`src/rtl/leak_rmc_input_filter_pkg.sv`:
```
// -----------------------------------------------------------------------------
// leak_rmc_input_filter_pkg
//
// Purpose:
//   Shared definitions for the leak / RMC input conditioning stage that feeds
//   the master power sequencer. It holds the debounce state codes, the default
//   timing parameters, the oStatus bit positions and a small decode helper.
//
// Contents:
//   deb_state_e         2-bit debounce FSM state code (also exported on debug)
//   *_DEF localparams   default prescaler / debounce / pulse settings
//   DEB_CNT_W           width of the per-channel debounce counter
//   ST_* localparams    oStatus sticky bit indices
//   deb_level()         filtered level implied by a debounce state
// -----------------------------------------------------------------------------
package leak_rmc_input_filter_pkg;

    // The code values are visible on oDBG_Deb_State, so they are fixed here.
    // Bit [1] is 0 on the "high" side (STABLE_HI, PEND_LO) and 1 on the
    // "low" side (STABLE_LO, PEND_HI).
    typedef enum logic [1:0] {
        DEB_STABLE_HI = 2'd0,
        DEB_PEND_LO   = 2'd1,
        DEB_STABLE_LO = 2'd2,
        DEB_PEND_HI   = 2'd3
    } deb_state_e;

    localparam int unsigned CLK_PER_MS_DEF    = 2000; // 2 MHz clock -> 1 ms
    localparam int unsigned LEAK_DEB_MS_DEF   = 10;
    localparam int unsigned RMC_DEB_MS_DEF    = 20;
    localparam int unsigned CLR_PULSE_CYC_DEF = 4;

    localparam int DEB_CNT_W = 16;

    localparam int ST_LARGE_SEEN = 0;
    localparam int ST_SMALL_SEEN = 1;
    localparam int ST_RMC_LOST   = 2;
    localparam int ST_CLR_REJECT = 3;

    // While pending, the filtered level still holds the old stable value.
    function automatic logic deb_level(input deb_state_e s);
        return (s == DEB_STABLE_HI) || (s == DEB_PEND_LO);
    endfunction

endpackage

```
`src/rtl/leak_rmc_input_filter_debounce_ms.sv`:
```
// -----------------------------------------------------------------------------
// debounce_ms
//
// Purpose:
//   One input conditioning channel: a 2-FF synchronizer followed by a 4-state
//   debounce FSM that only lets the filtered level follow a new raw level once
//   it has held for DEB_MS millisecond ticks.
//
// Parameters:
//   DEB_MS       number of ms ticks a new level must hold
//   RESET_LEVEL  level of the synchronizer and filtered output in reset
//
// Ports:
//   iClk       in   module clock
//   iRst_n     in   asynchronous active-low reset
//   i_ms_tick  in   1-cycle pulse once per millisecond
//   i_raw      in   raw asynchronous input
//   o_filt     out  debounced level
//   o_state    out  current debounce state code (deb_state_e)
// -----------------------------------------------------------------------------
module debounce_ms
    import leak_rmc_input_filter_pkg::*;
#(
    parameter int unsigned DEB_MS      = LEAK_DEB_MS_DEF,
    parameter logic        RESET_LEVEL = 1'b1
) (
    input  logic       iClk,
    input  logic       iRst_n,
    input  logic       i_ms_tick,
    input  logic       i_raw,
    output logic       o_filt,
    output logic [1:0] o_state
);

    localparam deb_state_e            RST_STATE = RESET_LEVEL ? DEB_STABLE_HI : DEB_STABLE_LO;
    localparam logic [DEB_CNT_W-1:0]  DEB_LIMIT = DEB_CNT_W'(DEB_MS);

    logic                 r_sync1;
    logic                 r_sync2;
    deb_state_e           r_state;
    deb_state_e           w_state_nxt;
    logic [DEB_CNT_W-1:0] r_cnt;
    logic [DEB_CNT_W-1:0] w_cnt_nxt;
    logic [DEB_CNT_W-1:0] w_cnt_inc;

    // Synchronizer resets to the channel's idle level so that reset release
    // does not look like an edge on an input that is sitting at idle.
    always_ff @(posedge iClk or negedge iRst_n) begin
        if (!iRst_n) begin
            r_sync1 <= RESET_LEVEL;
            r_sync2 <= RESET_LEVEL;
        end else begin
            r_sync1 <= i_raw;
            r_sync2 <= r_sync1;
        end
    end

    always_ff @(posedge iClk or negedge iRst_n) begin
        if (!iRst_n) begin
            r_state <= RST_STATE;
            r_cnt   <= '0;
        end else begin
            r_state <= w_state_nxt;
            r_cnt   <= w_cnt_nxt;
        end
    end

    // Saturating increment: a huge DEB_MS must never see the counter wrap.
    assign w_cnt_inc = (r_cnt == '1) ? r_cnt : r_cnt + 1'b1;

    // A level return while pending takes priority over a tick in the same
    // cycle. The tick that completes the count moves straight to the new
    // stable state, so the filtered level flips on that edge.
    always_comb begin
        w_state_nxt = r_state;
        w_cnt_nxt   = r_cnt;
        case (r_state)
            DEB_STABLE_HI: begin
                if (!r_sync2) begin
                    w_state_nxt = DEB_PEND_LO;
                    w_cnt_nxt   = '0;
                end
            end
            DEB_PEND_LO: begin
                if (r_sync2) begin
                    w_state_nxt = DEB_STABLE_HI;
                    w_cnt_nxt   = '0;
                end else if (i_ms_tick) begin
                    if (w_cnt_inc >= DEB_LIMIT) begin
                        w_state_nxt = DEB_STABLE_LO;
                        w_cnt_nxt   = '0;
                    end else begin
                        w_cnt_nxt   = w_cnt_inc;
                    end
                end
            end
            DEB_STABLE_LO: begin
                if (r_sync2) begin
                    w_state_nxt = DEB_PEND_HI;
                    w_cnt_nxt   = '0;
                end
            end
            DEB_PEND_HI: begin
                if (!r_sync2) begin
                    w_state_nxt = DEB_STABLE_LO;
                    w_cnt_nxt   = '0;
                end else if (i_ms_tick) begin
                    if (w_cnt_inc >= DEB_LIMIT) begin
                        w_state_nxt = DEB_STABLE_HI;
                        w_cnt_nxt   = '0;
                    end else begin
                        w_cnt_nxt   = w_cnt_inc;
                    end
                end
            end
            default: begin
                w_state_nxt = RST_STATE;
                w_cnt_nxt   = '0;
            end
        endcase
    end

    // Decoded from the state register alone (a single bit), so it is glitch-free.
    assign o_filt  = deb_level(r_state);
    assign o_state = r_state;

endmodule

```
`src/rtl/leak_rmc_input_filter.sv`:
```
// -----------------------------------------------------------------------------
// leak_rmc_input_filter
//
// Purpose:
//   Conditioning stage in front of the master power sequencer. Debounces the
//   raw large-leak, small-leak and RMC power-enable inputs against a 1 ms
//   tick, latches the large leak, keeps sticky status bits and turns a BMC
//   clear request into a fixed-width latch-clear pulse.
//
// Ports:
//   iClk                  in   module clock (2 MHz)
//   iRst_n                in   asynchronous active-low reset
//   iLarge_Leak_N_raw     in   raw large-leak detect, active-low, async
//   iSmall_Leak_N_raw     in   raw small-leak detect, active-low, async
//   iRMC_PWR_Enable_raw   in   raw rack power enable, async
//   iBMC_Clear            in   BMC clear request level, sync to iClk
//   oLarge_Leak_Detect_N  out  filtered + latched large leak, active-low
//   oSmall_Leak_Detect_N  out  filtered small leak, active-low, not latched
//   oRMC_PWR_Enable       out  filtered RMC enable
//   oLatch_Clear          out  clear pulse to the sequencer
//   oStatus[3:0]          out  sticky: large seen, small seen, RMC lost,
//                              clear rejected
//   oDBG_Deb_State[5:0]   out  debounce states: [1:0] large, [3:2] small,
//                              [5:4] RMC
// -----------------------------------------------------------------------------
module leak_rmc_input_filter
    import leak_rmc_input_filter_pkg::*;
#(
    parameter int unsigned CLK_PER_MS    = CLK_PER_MS_DEF,
    parameter int unsigned LEAK_DEB_MS   = LEAK_DEB_MS_DEF,
    parameter int unsigned RMC_DEB_MS    = RMC_DEB_MS_DEF,
    parameter int unsigned CLR_PULSE_CYC = CLR_PULSE_CYC_DEF
) (
    input  logic       iClk,
    input  logic       iRst_n,
    input  logic       iLarge_Leak_N_raw,
    input  logic       iSmall_Leak_N_raw,
    input  logic       iRMC_PWR_Enable_raw,
    input  logic       iBMC_Clear,
    output logic       oLarge_Leak_Detect_N,
    output logic       oSmall_Leak_Detect_N,
    output logic       oRMC_PWR_Enable,
    output logic       oLatch_Clear,
    output logic [3:0] oStatus,
    output logic [5:0] oDBG_Deb_State
);

    localparam int PRESC_W = (CLK_PER_MS > 1) ? $clog2(CLK_PER_MS) : 1;
    localparam logic [PRESC_W-1:0] PRESC_MAX = PRESC_W'(CLK_PER_MS - 1);
    localparam int PULSE_W = $clog2(CLR_PULSE_CYC + 1);
    localparam logic [PULSE_W-1:0] PULSE_LOAD = PULSE_W'(CLR_PULSE_CYC);

    // ---------------------------------------------------------------------
    // Millisecond prescaler
    // ---------------------------------------------------------------------
    logic [PRESC_W-1:0] r_presc;
    logic               w_ms_tick;

    assign w_ms_tick = (r_presc == PRESC_MAX);

    always_ff @(posedge iClk or negedge iRst_n) begin
        if (!iRst_n) begin
            r_presc <= '0;
        end else if (w_ms_tick) begin
            r_presc <= '0;
        end else begin
            r_presc <= r_presc + 1'b1;
        end
    end

    // ---------------------------------------------------------------------
    // Debounce channels
    // ---------------------------------------------------------------------
    logic       w_filt_large;
    logic       w_filt_small;
    logic       w_filt_rmc;
    logic [1:0] w_st_large;
    logic [1:0] w_st_small;
    logic [1:0] w_st_rmc;

    debounce_ms #(
        .DEB_MS      (LEAK_DEB_MS),
        .RESET_LEVEL (1'b1)
    ) u_deb_large (
        .iClk      (iClk),
        .iRst_n    (iRst_n),
        .i_ms_tick (w_ms_tick),
        .i_raw     (iLarge_Leak_N_raw),
        .o_filt    (w_filt_large),
        .o_state   (w_st_large)
    );

    debounce_ms #(
        .DEB_MS      (LEAK_DEB_MS),
        .RESET_LEVEL (1'b1)
    ) u_deb_small (
        .iClk      (iClk),
        .iRst_n    (iRst_n),
        .i_ms_tick (w_ms_tick),
        .i_raw     (iSmall_Leak_N_raw),
        .o_filt    (w_filt_small),
        .o_state   (w_st_small)
    );

    debounce_ms #(
        .DEB_MS      (RMC_DEB_MS),
        .RESET_LEVEL (1'b0)
    ) u_deb_rmc (
        .iClk      (iClk),
        .iRst_n    (iRst_n),
        .i_ms_tick (w_ms_tick),
        .i_raw     (iRMC_PWR_Enable_raw),
        .o_filt    (w_filt_rmc),
        .o_state   (w_st_rmc)
    );

    // ---------------------------------------------------------------------
    // Event detection, latch, status and clear handshake
    //
    // Clear handshake: the request is the registered rising edge of
    // iBMC_Clear, alive for exactly one cycle (r_clr_req). In that cycle it
    // is either accepted (filtered large leak and RMC enable both high, no
    // pulse running), rejected (either filtered level low, no pulse running)
    // or dropped (pulse already running). Accept clears the latch and status
    // and loads the pulse counter, so oLatch_Clear is high for CLR_PULSE_CYC
    // cycles starting on the next cycle. A level held high is one request.
    // ---------------------------------------------------------------------
    logic               r_small_prev;
    logic               r_rmc_prev;
    logic               r_clr_prev;
    logic               r_clr_req;
    logic               r_large_latch;
    logic [3:0]         r_status;
    logic [PULSE_W-1:0] r_pulse_cnt;

    logic               w_large_set;
    logic               w_small_fall;
    logic               w_rmc_fall;
    logic               w_clr_rise;
    logic               w_pulse_active;
    logic               w_clr_ok;
    logic               w_clr_accept;
    logic               w_clr_reject;
    logic               w_latch_nxt;
    logic [3:0]         w_status_nxt;
    logic [PULSE_W-1:0] w_pulse_nxt;

    assign w_large_set    = ~w_filt_large;
    assign w_small_fall   = r_small_prev & ~w_filt_small;
    assign w_rmc_fall     = r_rmc_prev & ~w_filt_rmc;
    assign w_clr_rise     = iBMC_Clear & ~r_clr_prev;
    assign w_pulse_active = (r_pulse_cnt != '0);
    assign w_clr_ok       = w_filt_large & w_filt_rmc;
    assign w_clr_accept   = r_clr_req & ~w_pulse_active & w_clr_ok;
    assign w_clr_reject   = r_clr_req & ~w_pulse_active & ~w_clr_ok;

    // Clears are applied first and events afterwards, so an event arriving
    // in the same cycle as an accepted clear leaves its bit set.
    always_comb begin
        w_latch_nxt  = r_large_latch;
        w_status_nxt = r_status;
        w_pulse_nxt  = r_pulse_cnt;

        if (w_clr_accept) begin
            w_latch_nxt  = 1'b0;
            w_status_nxt = 4'b0000;
            w_pulse_nxt  = PULSE_LOAD;
        end else if (w_pulse_active) begin
            w_pulse_nxt  = r_pulse_cnt - 1'b1;
        end

        if (w_clr_reject) begin
            w_status_nxt[ST_CLR_REJECT] = 1'b1;
        end
        if (w_large_set) begin
            w_latch_nxt                 = 1'b1;
            w_status_nxt[ST_LARGE_SEEN] = 1'b1;
        end
        if (w_small_fall) begin
            w_status_nxt[ST_SMALL_SEEN] = 1'b1;
        end
        if (w_rmc_fall) begin
            w_status_nxt[ST_RMC_LOST]   = 1'b1;
        end
    end

    always_ff @(posedge iClk or negedge iRst_n) begin
        if (!iRst_n) begin
            r_small_prev  <= 1'b1;
            r_rmc_prev    <= 1'b0;
            r_clr_prev    <= 1'b0;
            r_clr_req     <= 1'b0;
            r_large_latch <= 1'b0;
            r_status      <= 4'b0000;
            r_pulse_cnt   <= '0;
        end else begin
            r_small_prev  <= w_filt_small;
            r_rmc_prev    <= w_filt_rmc;
            r_clr_prev    <= iBMC_Clear;
            r_clr_req     <= w_clr_rise;
            r_large_latch <= w_latch_nxt;
            r_status      <= w_status_nxt;
            r_pulse_cnt   <= w_pulse_nxt;
        end
    end

    // The filtered term makes the large output fall on the same edge the
    // debounce completes; the latch then holds it low afterwards.
    assign oLarge_Leak_Detect_N = ~(r_large_latch | ~w_filt_large);
    assign oSmall_Leak_Detect_N = w_filt_small;
    assign oRMC_PWR_Enable      = w_filt_rmc;
    assign oLatch_Clear         = w_pulse_active;
    assign oStatus              = r_status;
    assign oDBG_Deb_State       = {w_st_rmc, w_st_small, w_st_large};

endmodule
```
`config.mk`:
```
export PLATFORM = sky130hd
export DESIGN_NAME = leak_rmc_input_filter
export DESIGN_NICKNAME = d
export VERILOG_FILES = /design/src/rtl/leak_rmc_input_filter_pkg.sv /design/src/rtl/leak_rmc_input_filter_debounce_ms.sv /design/src/rtl/leak_rmc_input_filter.sv
export SDC_FILE = /design/constraint.sdc
export NUM_CORES = 1
export LEC_CHECK = 0
export ABC_AREA = 1
export CELL_PAD_IN_SITES_DETAIL_PLACEMENT = 1
export CELL_PAD_IN_SITES_GLOBAL_PLACEMENT = 1
export CORE_UTILIZATION = 45
export DETAILED_ROUTE_END_ITERATION = 10
export GPL_TIMING_DRIVEN = 0
export PLACE_DENSITY = 0.78
export SLEW_MARGIN = 20
export SYNTH_ARGS = -nofsm -noshare
export SYNTH_HDL_FRONTEND = slang
export SYNTH_SLANG_ARGS = --single-unit
export TNS_END_PERCENT = 1
```
`constraint.sdc`:
```
create_clock -name iClk -period 2.55 [get_ports iClk]
set_clock_uncertainty 0.1 [all_clocks]
set_input_delay 0.3825 -clock iClk [delete_from_list [all_inputs] [get_ports iClk]]
set_output_delay 0.3825 -clock iClk [all_outputs]
set_load 0.01 [all_outputs]
```
-- Yosys cells after proc, flatten, opt, wreduce, memory -nomap -nowiden
Index checks and enable logic that the tools add are counted.
- add/subtract/negate cells: 5
- multiply operators: 0
- divide/modulo/power cells: 0
- magnitude comparators: 3
- equal/unequal tests: 32
- shift operators: 0
- mux-type cells: 61
- bitwise logic cells: 15
- reductions and logical operators: 17
- operators with widths (operator ; number):
    $mux W16 ; 21
    $pmux W16 S4 ; 3
    $add A16 B1 Y16 const B ; 3
    $eq A16 B16 Y1 const B ; 3
    $mux W2 ; 24
    $ge A16 B4 Y1 const B ; 2
    $pmux W2 S4 ; 3
    $reduce_and A6 Y1 ; 3
    $ge A16 B5 Y1 const B ; 1
    $ne A3 B3 Y1 const B ; 5
    $eq A2 B2 Y1 const B ; 6
    $ne A3 B1 Y1 const B ; 4
    $add A11 B1 Y11 const B ; 1
    $eq A11 B11 Y1 const B ; 1
    $mux W11 ; 1
    $ne A3 B2 Y1 const B ; 3
    $ne A2 B1 Y1 const B ; 4
    $reduce_bool A2 Y1 ; 4
    $and A1 B1 Y1 ; 7
    $not A1 Y1 ; 7
    $eq A2 B1 Y1 const B ; 3
    $logic_not A2 Y1 ; 3
    $mux W1 ; 6
    $mux W3 ; 2
    7 further kinds ; 13
- bits in registers: 83
- bits in latches: 0
- bits in writable memories: 0
- memory bits (read-only): 0
- bits of input ports: 6
- word-level logic and storage cells: 156
- memories kept: 0

-- Depth between registers and ports, before layout
Gate-level depths: netlist of run 1.
- depth after elaboration: 7
- gate-level depth with buffers: 18
- gate-level depth less buffers: 17

-- Hierarchy
Synthesis of run 1 repeated with hierarchy kept, for this count alone.
- cells, all modules: 724
- area total of the unflattened synthesis: 5225.0 sq um
- by module, submodules not included (module ; instances ; cells each ; area an instance (sq um) ; seq. area each (sq um)):
    debounce_ms at u_deb_large ... ; 2 ; 218 ; 1453.9 ; 503.0
    debounce_ms at u_deb_rmc ; 1 ; 176 ; 1253.7 ; 501.7
    leak_rmc_input_filter ; 1 ; 112 ; 1063.5 ; 551.8

-- Worst setup path after synthesis of run 1
No wires, ideal clock.
- path type: register -> register
- from: reg u_deb_large.r_cnt[0]
- to: reg u_deb_large.r_cnt[10]
- setup time: 142 ps
- arrival time: 1806 ps
- data required time: 2308 ps
- setup slack: 502 ps
- cell stages (with the launch flop): 15
- cell sequence: dfrtp_1 ha_1 nand3_4 nor2_2 nand2_2 buf_6 nand3_1 nor2_1 nand2_1 inv_1 nand2_1 nand2_2 nand2_4 buf_6 o22ai_2
- word-level cells in the longest chain between the ends: 7
- elaborated cells on any way between the ends: 9
- ends and longest elaborated chain (item ; RTL line ; text):
    start, declared ; leak_rmc_input_filter_debounce_ms.sv:42 ; logic [DEB_CNT_W-1:0] r_cnt;
    start signal, assigned ; leak_rmc_input_filter_debounce_ms.sv:64 ; r_cnt <= w_cnt_nxt;
    $add A16 B1 Y16 / $eq A16 B16 Y1 (equally long branches) ; leak_rmc_input_filter_debounce_ms.sv:69 ; assign w_cnt_inc = (r_cnt == '1) ? r_cnt : r_cnt + 1'b1;
    $mux W16 * ; leak_rmc_input_filter_debounce_ms.sv:69 ;
    $ge A16 B4 Y1 ; leak_rmc_input_filter_debounce_ms.sv:89, leak_rmc_input_filter_debounce_ms.sv:108 ;
    $mux W16 * ; leak_rmc_input_filter_debounce_ms.sv:89, leak_rmc_input_filter_debounce_ms.sv:108 ;
    $mux W16 * ; leak_rmc_input_filter_debounce_ms.sv:107 ; end else if (i_ms_tick) begin
    $mux W16, on equally long branches ; leak_rmc_input_filter_debounce_ms.sv:104, leak_rmc_input_filter_debounce_ms.sv:85 ;
    $pmux W16 S4 * ; leak_rmc_input_filter_debounce_ms.sv:77 ; case (r_state)
Mark *: on every way between the ends. The rest lies on a longest branch, timed or not.
A chain may end at the register's enable or synchronous reset.

==> impl_metrics.yaml, run 1 <==
status:
  outcome: "complete, no violations"
floorplanning:
  fp.dieH_um: 108.7
  die_w_um: 108.7
  core-area_um2: 10980
  rows: 38
  dieArea_um2: 11830
  start_util_pct: 46.68
  io_pins: 20
routing:
  dr.first_iter.drc_count: 241
  wl_um: 14310
  drtAntennaViolNets: 0
  dr.pass1.iters: 4
  via_per_inst: 5.325
  num_vias: 4745
  drc: 0
  routedWlPerCell_um: 16.06
place:
  port_buffers: 19
  hpwl_um: 10570
  place.gp.congestion: 0.8436
worst_setup_path:
  crit_path_end_kind: "flop"
  crit_fanout: 9
  worstSetupStartpointType: "flop"
  critPathKind: "flop to flop"
  cp.arrival_ns: 2.60
  critPathRequiredTime_ns: 2.73
clock_tree:
  cts_made_buffers: 9
  cts_sinks: 82
  clockBufferDepth: 2
  path_clk_slew_ns: 0.07
  h-tree-depth: 3
  clock_latency_ns: 0.35
  tritoncts: "built"
  cts_root_buf: "clkbuf_16"
final_layout:
  antenna_cells: 0
  fill_cells: 1429
  syn_to_final_growth_pct: 15.69
  nets: 758
  layout-drive-gt1-share_pct: 10.39
job:
  maxCapViolCount: 0
timing:
  worst-slew-pin-transition_ns: 0.7647
  timing.final.crit_period_ns: 2.417
  clock.fmax_mhz: 413.8
  finalSetupViolCount: 0
  maxSlewViolCount: 0
  hold_violations: 0
  max_slew_margin_pct: 49.02
  finalCritPeriodShare_pct: 94.77
  holdWs_ns: 0.2586
  rsz0062_at_grt: "true"
synth:
  yosysMostFrequentCell: "nand2_1"
  syn_inst: 713
  synth.area.top_cells: "dfrtp_1 (37%), nand2_1 (13%), inv_1 (7.7%)"
  synth_ff_type: "dfrtp_1"
  synth_top_area_cell: "dfrtp_1"
  syn_area_per_cell_um2: 7.191
  synthArstFlopShare_pct: 100.0
  ys_seq_area_share_pct: 40.17
  synth_top_area_share_pct: 37.09
  synthesis.area_um2: 5127
  ys_ff_latch: 82
  synth_commonest_cells: "nand2_1 (175), inv_1 (105), nor2_1 (90)"
  yosys_warnings: 0
  synth_cell_types: 37
  syn_nets: 725
  synth-edff-count: 0
power:
  swShare_pct: 31.01
  p_switching_w: 0.001257
  finalPower_w: 0.004053
  power_density_nw_per_um2: 683.3
  power_frac_clock_pct: 37.8
  p_leak_nw: 2.754
  combPwrFrac_pct: 24.1
  p_seq_share_pct: 38.1
  internal-power_w: 0.002796
  vdd_ir_drop_max_mv: 0.5548
grt:
  grt_max_degree: 45
  met1_usage_pct: 32.58
  grt_usage_pct: 26.45
  grt.met2_usage_pct: 46.97
  use_met3_pct: 5.320
  grt_pass1_vias: 4982
  grt_pass1_wl_um: 24010
  antenna_found_initial: 0
  grt_overflow_total: 0
  busiest_layer: "met2"
min_path:
  hold_path.class: "flop to flop"
[per-stage QoR]
step / instances / utilization, % / TNS (ns) / instance area [um2] / setup WS [ns]
2_1_floorplan: 713 / - / 0 / 5127 / 0.5023
6_report: 891 / 54.01 / 0 / 5932 / 0.1333
3_3_place_gp: 872 / 50.01 / -159.83 / 5493 / -2.028
3_5_place_dp: 873 / 50.24 / 0 / 5518 / 0.01066
4_1_cts: 890 / 53.50 / 0 / 5876 / 0.02295
5_1_grt: 891 / 54.01 / -0.03470 / 5932 / -0.02670
[cells by family after synthesis]
logic type	count (synthesis)	synth area share (%)
adder cells (fa/ha/maj)	6	1.464
flip-flops	82	40.17
AO/OA/AOI/OAI	108	12.74
AND/OR/NAND/NOR	370	32.09
XOR/XNOR	23	3.929
buffers and inverters	124	9.614
[layer usage]
layer / share of wire, % / vias up / routed length, um
met5: 0 / - / 0
met4: 1.3 / 0 / 188
met3: 2.4 / 15 / 349
met2: 51 / 49 / 7274
met1: 45 / 2320 / 6498
li1: - / 2361 / -
[worst paths after layout]
path	from	cells after the start	slack [ns]	to
hold reg to reg	u_deb_small.r_sync1	0	0.26	u_deb_small.r_sync2
setup / recovery	u_deb_rmc.r_cnt[0]	12	0.13	flop
hold / removal	u_deb_small.r_sync1	0	0.26	u_deb_small.r_sync2
setup reg to reg	u_deb_rmc.r_cnt[0]	12	0.13	flop
max in group asynchronous	iRst_n	3	1.23	u_deb_small.r_sync2
min in group asynchronous	iRst_n	2	0.45	r_pulse_cnt[1]
[layout make-up]
type	count	area [um2]	area share [%]
repair buffers	23	240.2	4.050
inverters	109	409.1	6.897
multi-input cells	507	2616	44.10
plain buffers	14	83.83	1.413
flip-flops and latches	82	2062	34.76
clock buffers	12	246.5	4.155
well taps	140	175.2	2.953
clock inverters	4	98.84	1.666
[state kept, by name, summed over array words and instances (netlist names), 3 cells and up, named ones only]
register           cells
r_presc               11
oStatus                3
u_deb_small.r_cnt     16
r_pulse_cnt            3
u_deb_large.r_cnt     16
u_deb_rmc.r_cnt       16
[cell usage in the layout, fill, tap and decap left out, drive strengths merged, types with 3 or more instances in the layout]
master and count:
nand2 180, inv 110, nor2 99, dfrtp 76
nand3 51, o21ai 48, a21oi 30, nand4 22
o22ai 22, xor2 20, clkdlybuf4s50 18, clkbuf 18
buf 12, nor3 11, dfstp 6, ha 6
xnor2 3, nand3b 3, bufinv 3
[critical path: stages, from the launching register on]
cell and delay (ns):
dfrtp_1 0.41, ha_1 0.31, nand3_1 0.23, nor3_4 0.26
nand3_2 0.25, o21ai_0 0.19, o21ai_0 0.12, inv_1 0.08
nor2_2 0.07, nand3_1 0.13, nand2_1 0.07, nand2_1 0.06
nand2_1 0.05
[repair_timing]
action                                 4_1_cts  5_1_grt
buffers inserted                             0        2
pin swaps                                    1        1
setup endpoints to repair                    3       41
endpoints found under the hold margin       37        0
hold buffers                                 1        0
resized for setup                            1       15
[power groups by stage]
stage,sequential [W],combinational (W),clock [W]
after global routing,0.00156,0.00108,0.00163
after detailed placement,0.00157,0.000975,0
after floorplan,0.00157,0.000524,0
after CTS,0.00154,0.000986,0.00158
after global placement,0.00156,0.000914,0
final,0.00154,0.000975,0.00153
Power figures use the tool's default switching activity.
==> run 2: changes to the inputs <==
--- a/config.mk
+++ b/config.mk
@@ -8,8 +8,10 @@
 export ABC_AREA = 1
 export CELL_PAD_IN_SITES_DETAIL_PLACEMENT = 1
 export CELL_PAD_IN_SITES_GLOBAL_PLACEMENT = 1
-export CORE_UTILIZATION = 45
+export CORE_UTILIZATION = 47
+export CTS_CLUSTER_DIAMETER = 100
 export DETAILED_ROUTE_END_ITERATION = 10
+export DONT_BUFFER_PORTS = 1
 export GPL_TIMING_DRIVEN = 0
 export PLACE_DENSITY = 0.78
 export SLEW_MARGIN = 20
==> impl_metrics.yaml, run 2 (synthesized netlist as in run 1, its figures left out) <==
status:
  outcome: "complete, no violations"
grt:
  grt_max_degree: 83
  grt_overflow_total: 0
  grt_pass1_vias: 5083
  grt_usage_pct: 26.27
  grt_pass1_wl_um: 23530
  antenna_found_initial: 0
clock_tree:
  cts_made_buffers: 9
  clock_latency_ns: 0.37
  h-tree-depth: 3
  path_clk_slew_ns: 0.09
  tritoncts: "built"
  cts_root_buf: "clkbuf_8"
  cts_sinks: 82
  clockBufferDepth: 2
place:
  place.gp.congestion: 0.8547
  hpwl_um: 10200
  port_buffers: 0
  pre_cts_ws_ns: 0.05952
worst_setup_path:
  crit_fanout: 6
  reg2reg_slack_ns: 0.18
  cp_num_buf_inv: 1
  slowest_stage: "dfrtp_1"
  max_stage_delay_ns: 0.42
  cpMostUsedCell: "nand2_1"
  cp_cell_sequence: "ha_1 > nand3_2 > nor3_4 > nand2_1 > o21ai_1 > nand2_1 > inv_1 > nand3b_1 > nor2_4 > nand3_1 > nand2_1 > nand2_1 > nand2_1"
  worstSetupStartpointType: "flop"
  critPathKind: "flop to flop"
  cp.arrival_ns: 2.58
  critPathTopFamily: "simple AND/OR/NAND/NOR gates"
  critPathRequiredTime_ns: 2.76
  crit_path_end_kind: "flop"
floorplanning:
  rows: 37
  fp.dieH_um: 106.5
  core-area_um2: 10460
  start_util_pct: 49.01
  io_pins: 20
  die_w_um: 106.5
  dieArea_um2: 11330
timing:
  rsz0062_at_grt: "true"
  worst-slew-pin-transition_ns: 0.7955
  finalCritPeriodShare_pct: 93.02
  timing.final.crit_period_ns: 2.372
  maxSlewViolCount: 0
  finalSetupViolCount: 0
  hold_violations: 0
  setup_slack_ns: 0.1781
  clock.fmax_mhz: 421.6
  max_slew_margin_pct: 46.97
final_layout:
  mostFrequentLayoutCell: "nand2_1"
  reg_top3: "u_deb_large.r_cnt (16), u_deb_rmc.r_cnt (16), u_deb_small.r_cnt (16)"
  layout-drive-gt1-share_pct: 10.84
  antenna_cells: 0
  nets: 745
  syn_to_final_growth_pct: 9.956
  final_cell_mix: "nand2_1 (174), inv_1 (105), nor2_1 (88), dfrtp_1 (73), nand3_1 (47)"
routing:
  dr.pass1.iters: 4
  dr.first_iter.drc_count: 191
  num_vias: 4713
  drc: 0
  drtAntennaViolNets: 0
  wl_um: 13890
  via_per_inst: 5.392
  routedWlPerCell_um: 15.89
min_path:
  hold_path.class: "flop to flop"
power:
  power_density_nw_per_um2: 572.3
  finalPower_w: 0.003227
  p_leak_nw: 2.622
  vdd_ir_drop_max_mv: 0.4179
job:
  maxCapViolCount: 0
## run 2: changes by cell type in the layout (fill, tap and decap cells not counted), sizes merged
cell / delta
clkinv: +2
clkinvlp: +1
dlygate4sd3: +4
bufinv: -3
inv: +2
buf: -1
clkdlybuf4s50: -18
## run 2: metrics by stage
step	util (%)	setup TNS (ns)	cells	hold slack (ns)	cell area [um2]
2_1_floorplan	-	0	713	-0.01309	5127
3_3_place_gp	50.63	0	849	-0.01162	5298
3_5_place_dp	50.63	0	849	-0.01159	5298
4_1_cts	53.10	0	871	0.2629	5555
5_1_grt	53.89	-0.01849	874	0.2665	5638
6_report	53.89	0	874	0.2577	5638
## run 2: metal layers
layer / vias to the layer above / track usage (%) / wire (um)
li1: 2323 / - / -
met1: 2332 / 32.60 / 6564
met2: 47 / 47.45 / 6851
met3: 11 / 3.801 / 342
met4: 0 / 7.045 / 130
met5: - / 0 / 0
## run 2: area by class of cell
type	instances	area (um2)
fill	1364	4825
multi-input combinational	507	2624
sequential	82	2063
inverter	109	409.1
tap	136	170.2
clock buffer	10	127.6
timing repair buffer	10	107.6
buffer	14	86.33
clock inverter	6	50.05
## run 2: timing repair
item                       4_1_cts  5_1_grt
hold buffers                     6        0
hold endpoints to repair        87        0
gates resized for setup          1       16
buffers inserted                 0        4
gates cloned                     0        0
pin swaps                        0        1
setup endpoints to repair        4       39
## run 2: worst paths after layout
path / cells after the start / end / from
worst max-delay path: 13 / flop / u_deb_rmc.r_cnt[0]
worst min-delay path: 0 / u_deb_rmc.r_sync2 / u_deb_rmc.r_sync1
worst max register to register: 13 / flop / u_deb_rmc.r_cnt[0]
worst min register to register: 0 / u_deb_rmc.r_sync2 / u_deb_rmc.r_sync1
max in group asynchronous: 2 / u_deb_large.r_cnt[7] / iRst_n
min in group asynchronous: 2 / u_deb_rmc.r_cnt[3] / iRst_n
## run 2: power by group
part / internal (W) / total [W] / leakage, nW / switching (W)
clock network: 0.000369 / 0.000904 / 0.0892 / 0.000535
registers: 0.00143 / 0.00159 / 1.06 / 0.000156
logic: 0.000213 / 0.000735 / 1.47 / 0.000522
total: 0.00201 / 0.00323 / 2.62 / 0.00121
==> run 3: changes to the inputs <==
--- a/config.mk
+++ b/config.mk
@@ -5,15 +5,15 @@
 export SDC_FILE = /design/constraint.sdc
 export NUM_CORES = 1
 export LEC_CHECK = 0
-export ABC_AREA = 1
+export ABC_CLOCK_PERIOD_IN_PS = 2550
 export CELL_PAD_IN_SITES_DETAIL_PLACEMENT = 1
 export CELL_PAD_IN_SITES_GLOBAL_PLACEMENT = 1
-export CORE_UTILIZATION = 47
+export CORE_UTILIZATION = 50
 export CTS_CLUSTER_DIAMETER = 100
 export DETAILED_ROUTE_END_ITERATION = 10
 export DONT_BUFFER_PORTS = 1
 export GPL_TIMING_DRIVEN = 0
-export PLACE_DENSITY = 0.78
+export PLACE_DENSITY = 0.77
 export SLEW_MARGIN = 20
 export SYNTH_ARGS = -nofsm -noshare
 export SYNTH_HDL_FRONTEND = slang
==> impl_metrics.yaml, run 3 <==
final_layout:
  nets: 484
  finalInstanceArea_um2: 4952
  layout-drive-gt1-share_pct: 17.61
  final_cell_mix: "dfrtp_1 (68), nand2_1 (35), nor2_1 (32), and2_1 (26), nand4_1 (23)"
  post-route-util_pct: 59.97
  antenna_cells: 0
  syn_to_final_growth_pct: 15.76
  reg_top3: "u_deb_large.r_cnt (16), u_deb_rmc.r_cnt (16), u_deb_small.r_cnt (16)"
  mostFrequentLayoutCell: "dfrtp_1"
synth:
  syn_inst: 439
  synth-edff-count: 0
  synth_commonest_cells: "dfrtp_1 (76), nand2_1 (35), nor2_1 (32)"
  synth_top_area_share_pct: 44.46
  ys_ff_latch: 82
  yosys_warnings: 0
  ys_seq_area_share_pct: 48.14
  syn_nets: 451
  syn_area_per_cell_um2: 9.745
  synth_top_area_cell: "dfrtp_1"
  synth.area.top_cells: "dfrtp_1 (44%), and2_1 (3.8%), dfstp_2 (3.7%)"
  synth_cell_types: 60
  synth_ff_type: "dfrtp_1"
  synthesis.area_um2: 4278
  yosysMostFrequentCell: "dfrtp_1"
  synthArstFlopShare_pct: 100.0
worst_setup_path:
  worstSetupStartpointType: "flop"
  crit_fanout: 5
  max_stage_delay_ns: 0.57
  critPathRequiredTime_ns: 2.74
  cp_cell_sequence: "nand4_1 > or4_4 > and3_1 > o41a_1 > a41o_1 > a41oi_2"
  critPathKind: "flop to flop"
  reg2reg_slack_ns: -0.03
  slowest_stage: "or4_4"
  cp.arrival_ns: 2.76
  crit_path_end_kind: "flop"
min_path:
  hold_path.class: "primary input to flop"
routing:
  drtAntennaViolNets: 0
  wl_um: 11350
  routedWlPerCell_um: 19.50
  num_vias: 3576
  drc: 0
  via_per_inst: 6.144
  dr.pass1.iters: 4
  dr.first_iter.drc_count: 233
status:
  violations: "setup timing"
  outcome: "finished with violations"
place:
  port_buffers: 0
  place_area_um2: 4409
  hpwl_um: 7219
  place.gp.congestion: 0.8073
job:
  maxCapViolCount: 0
grt:
  grt_pass1_vias: 3688
  antenna_found_initial: 0
  use_met3_pct: 5.878
  met1_usage_pct: 33.75
  grt_max_degree: 83
  grt.met2_usage_pct: 44.75
  grt_usage_pct: 26.36
  busiest_layer: "met2"
  grt_overflow_total: 0
  grt_pass1_wl_um: 18060
floorplanning:
  start_util_pct: 51.80
  io_pins: 20
  die_w_um: 94.50
  core-area_um2: 8258
  fp.dieH_um: 94.50
  rows: 33
  dieArea_um2: 8929
clock_tree:
  cts_sinks: 82
  clock_latency_ns: 0.36
  h-tree-depth: 3
  cts_root_buf: "clkbuf_8"
  cts_made_buffers: 9
  clockBufferDepth: 2
  tritoncts: "built"
  path_clk_slew_ns: 0.09
timing:
  finalCritPeriodShare_pct: 101.1
  timing.final.crit_period_ns: 2.577
  rsz0062_at_grt: "true"
  hold_violations: 0
  finalSetupViolCount: 2
  worst-slew-pin-transition_ns: 0.6066
  maxSlewViolCount: 0
  max_slew_margin_pct: 59.32
  clock.fmax_mhz: 388.1
  setup_slack_ns: -0.02691
power:
  p_leak_nw: 2.075
  power_density_nw_per_um2: 505.0
  vdd_ir_drop_max_mv: 0.4146
run 3: changes by cell type after synthesis, moves of 15 or more:
cell	previous run	this run
nand2_1	175	35
inv_1	105	19
nand3_1	48	21
a21oi_1	30	15
nor2b_1	0	15
nor2_1	90	32
o21ai_0	42	17
and2_1	1	26
xor2_1	20	5
run 3: timing repair:
action                                  4_1_cts  5_1_grt
hold endpoints to repair                     86        0
buffers inserted                              4       12
resized for setup                            13       30
pin swaps                                     5       14
endpoints found under the setup margin       56       42
hold buffers                                  6        0
run 3: worst paths after layout:
kind / endpoint / from / cells past startpoint
worst max-delay path: flop / u_deb_large.r_cnt[15] / 6
worst min register to register: u_deb_small.r_sync2 / u_deb_small.r_sync1 / 0
worst min-delay path: r_clr_req / iBMC_Clear / 1
min in group asynchronous: u_deb_large.r_cnt[6] / iRst_n / 2
worst max register to register: flop / u_deb_large.r_cnt[15] / 6
max in group asynchronous: r_small_prev / iRst_n / 2
run 3: critical path: cells and delay by family (launching register included):
kind,cells,cell delay [ns]
AOI/OAI and AO/OA,3,0.94
and+or+nand+nor,3,0.99
DFF,1,0.48
run 3: cells by family (layout without fill, tap and decap cells):
logic type | Yosys count | after routing | share of synthesized area [%]
AO/OA/AOI/OAI | 85 | 85 | 14.68
XOR/XNOR | 13 | 13 | 2.662
flip-flops | 82 | 82 | 48.14
adder cells (fa/ha/maj) | 6 | 6 | 1.755
AND/OR/NAND/NOR | 215 | 215 | 28.20
buffers and inverters | 33 | 71 | 3.364
multiplexers | 5 | 5 | 1.199
run 3: layout make-up:
class                   count  area [um2]
plain buffers              14       82.58
clock buffers              11       141.4
repair buffers             22       201.4
multi-input cells         324        2216
inverters                  19       71.32
clock inverters             5       38.79
flip-flops and latches     82        2069
fillers                   936        3306
well taps                 105       131.4
run 3: power breakdown:
part	switching (W)	leakage (nW)	total, W	internal, W
clock network	0.000515	0.0899	0.000902	0.000387
registers	0.0000339	1.07	0.00138	0.00135
logic	0.000138	0.918	0.000220	0.0000819
total	0.000687	2.08	0.00250	0.00181
run 3: metal layers:
layer  vias up  share of wire [%]
met3        19                2.5
met5         -                  0
met2        56                 51
met1      1818                 45
met4         0                1.9
li1       1683                  -
run 3: per-stage QoR:
step | std cells | TNS [ns] | hold WS, ns | power (W) | setup WS, ns
5_1_grt | 582 | -0.9307 | 0.03409 | 0.002622 | -0.1472
3_3_place_gp | 544 | -7.959 | -0.01150 | 0.001568 | -0.4159
2_1_floorplan | 439 | 0 | -0.01309 | 0.001534 | 0.1162
6_report | 582 | -0.02691 | 0.05848 | 0.002501 | -0.02691
4_1_cts | 570 | -0.1146 | 0.03717 | 0.002521 | -0.04706
3_5_place_dp | 544 | -14.32 | -0.01114 | 0.001584 | -0.6164
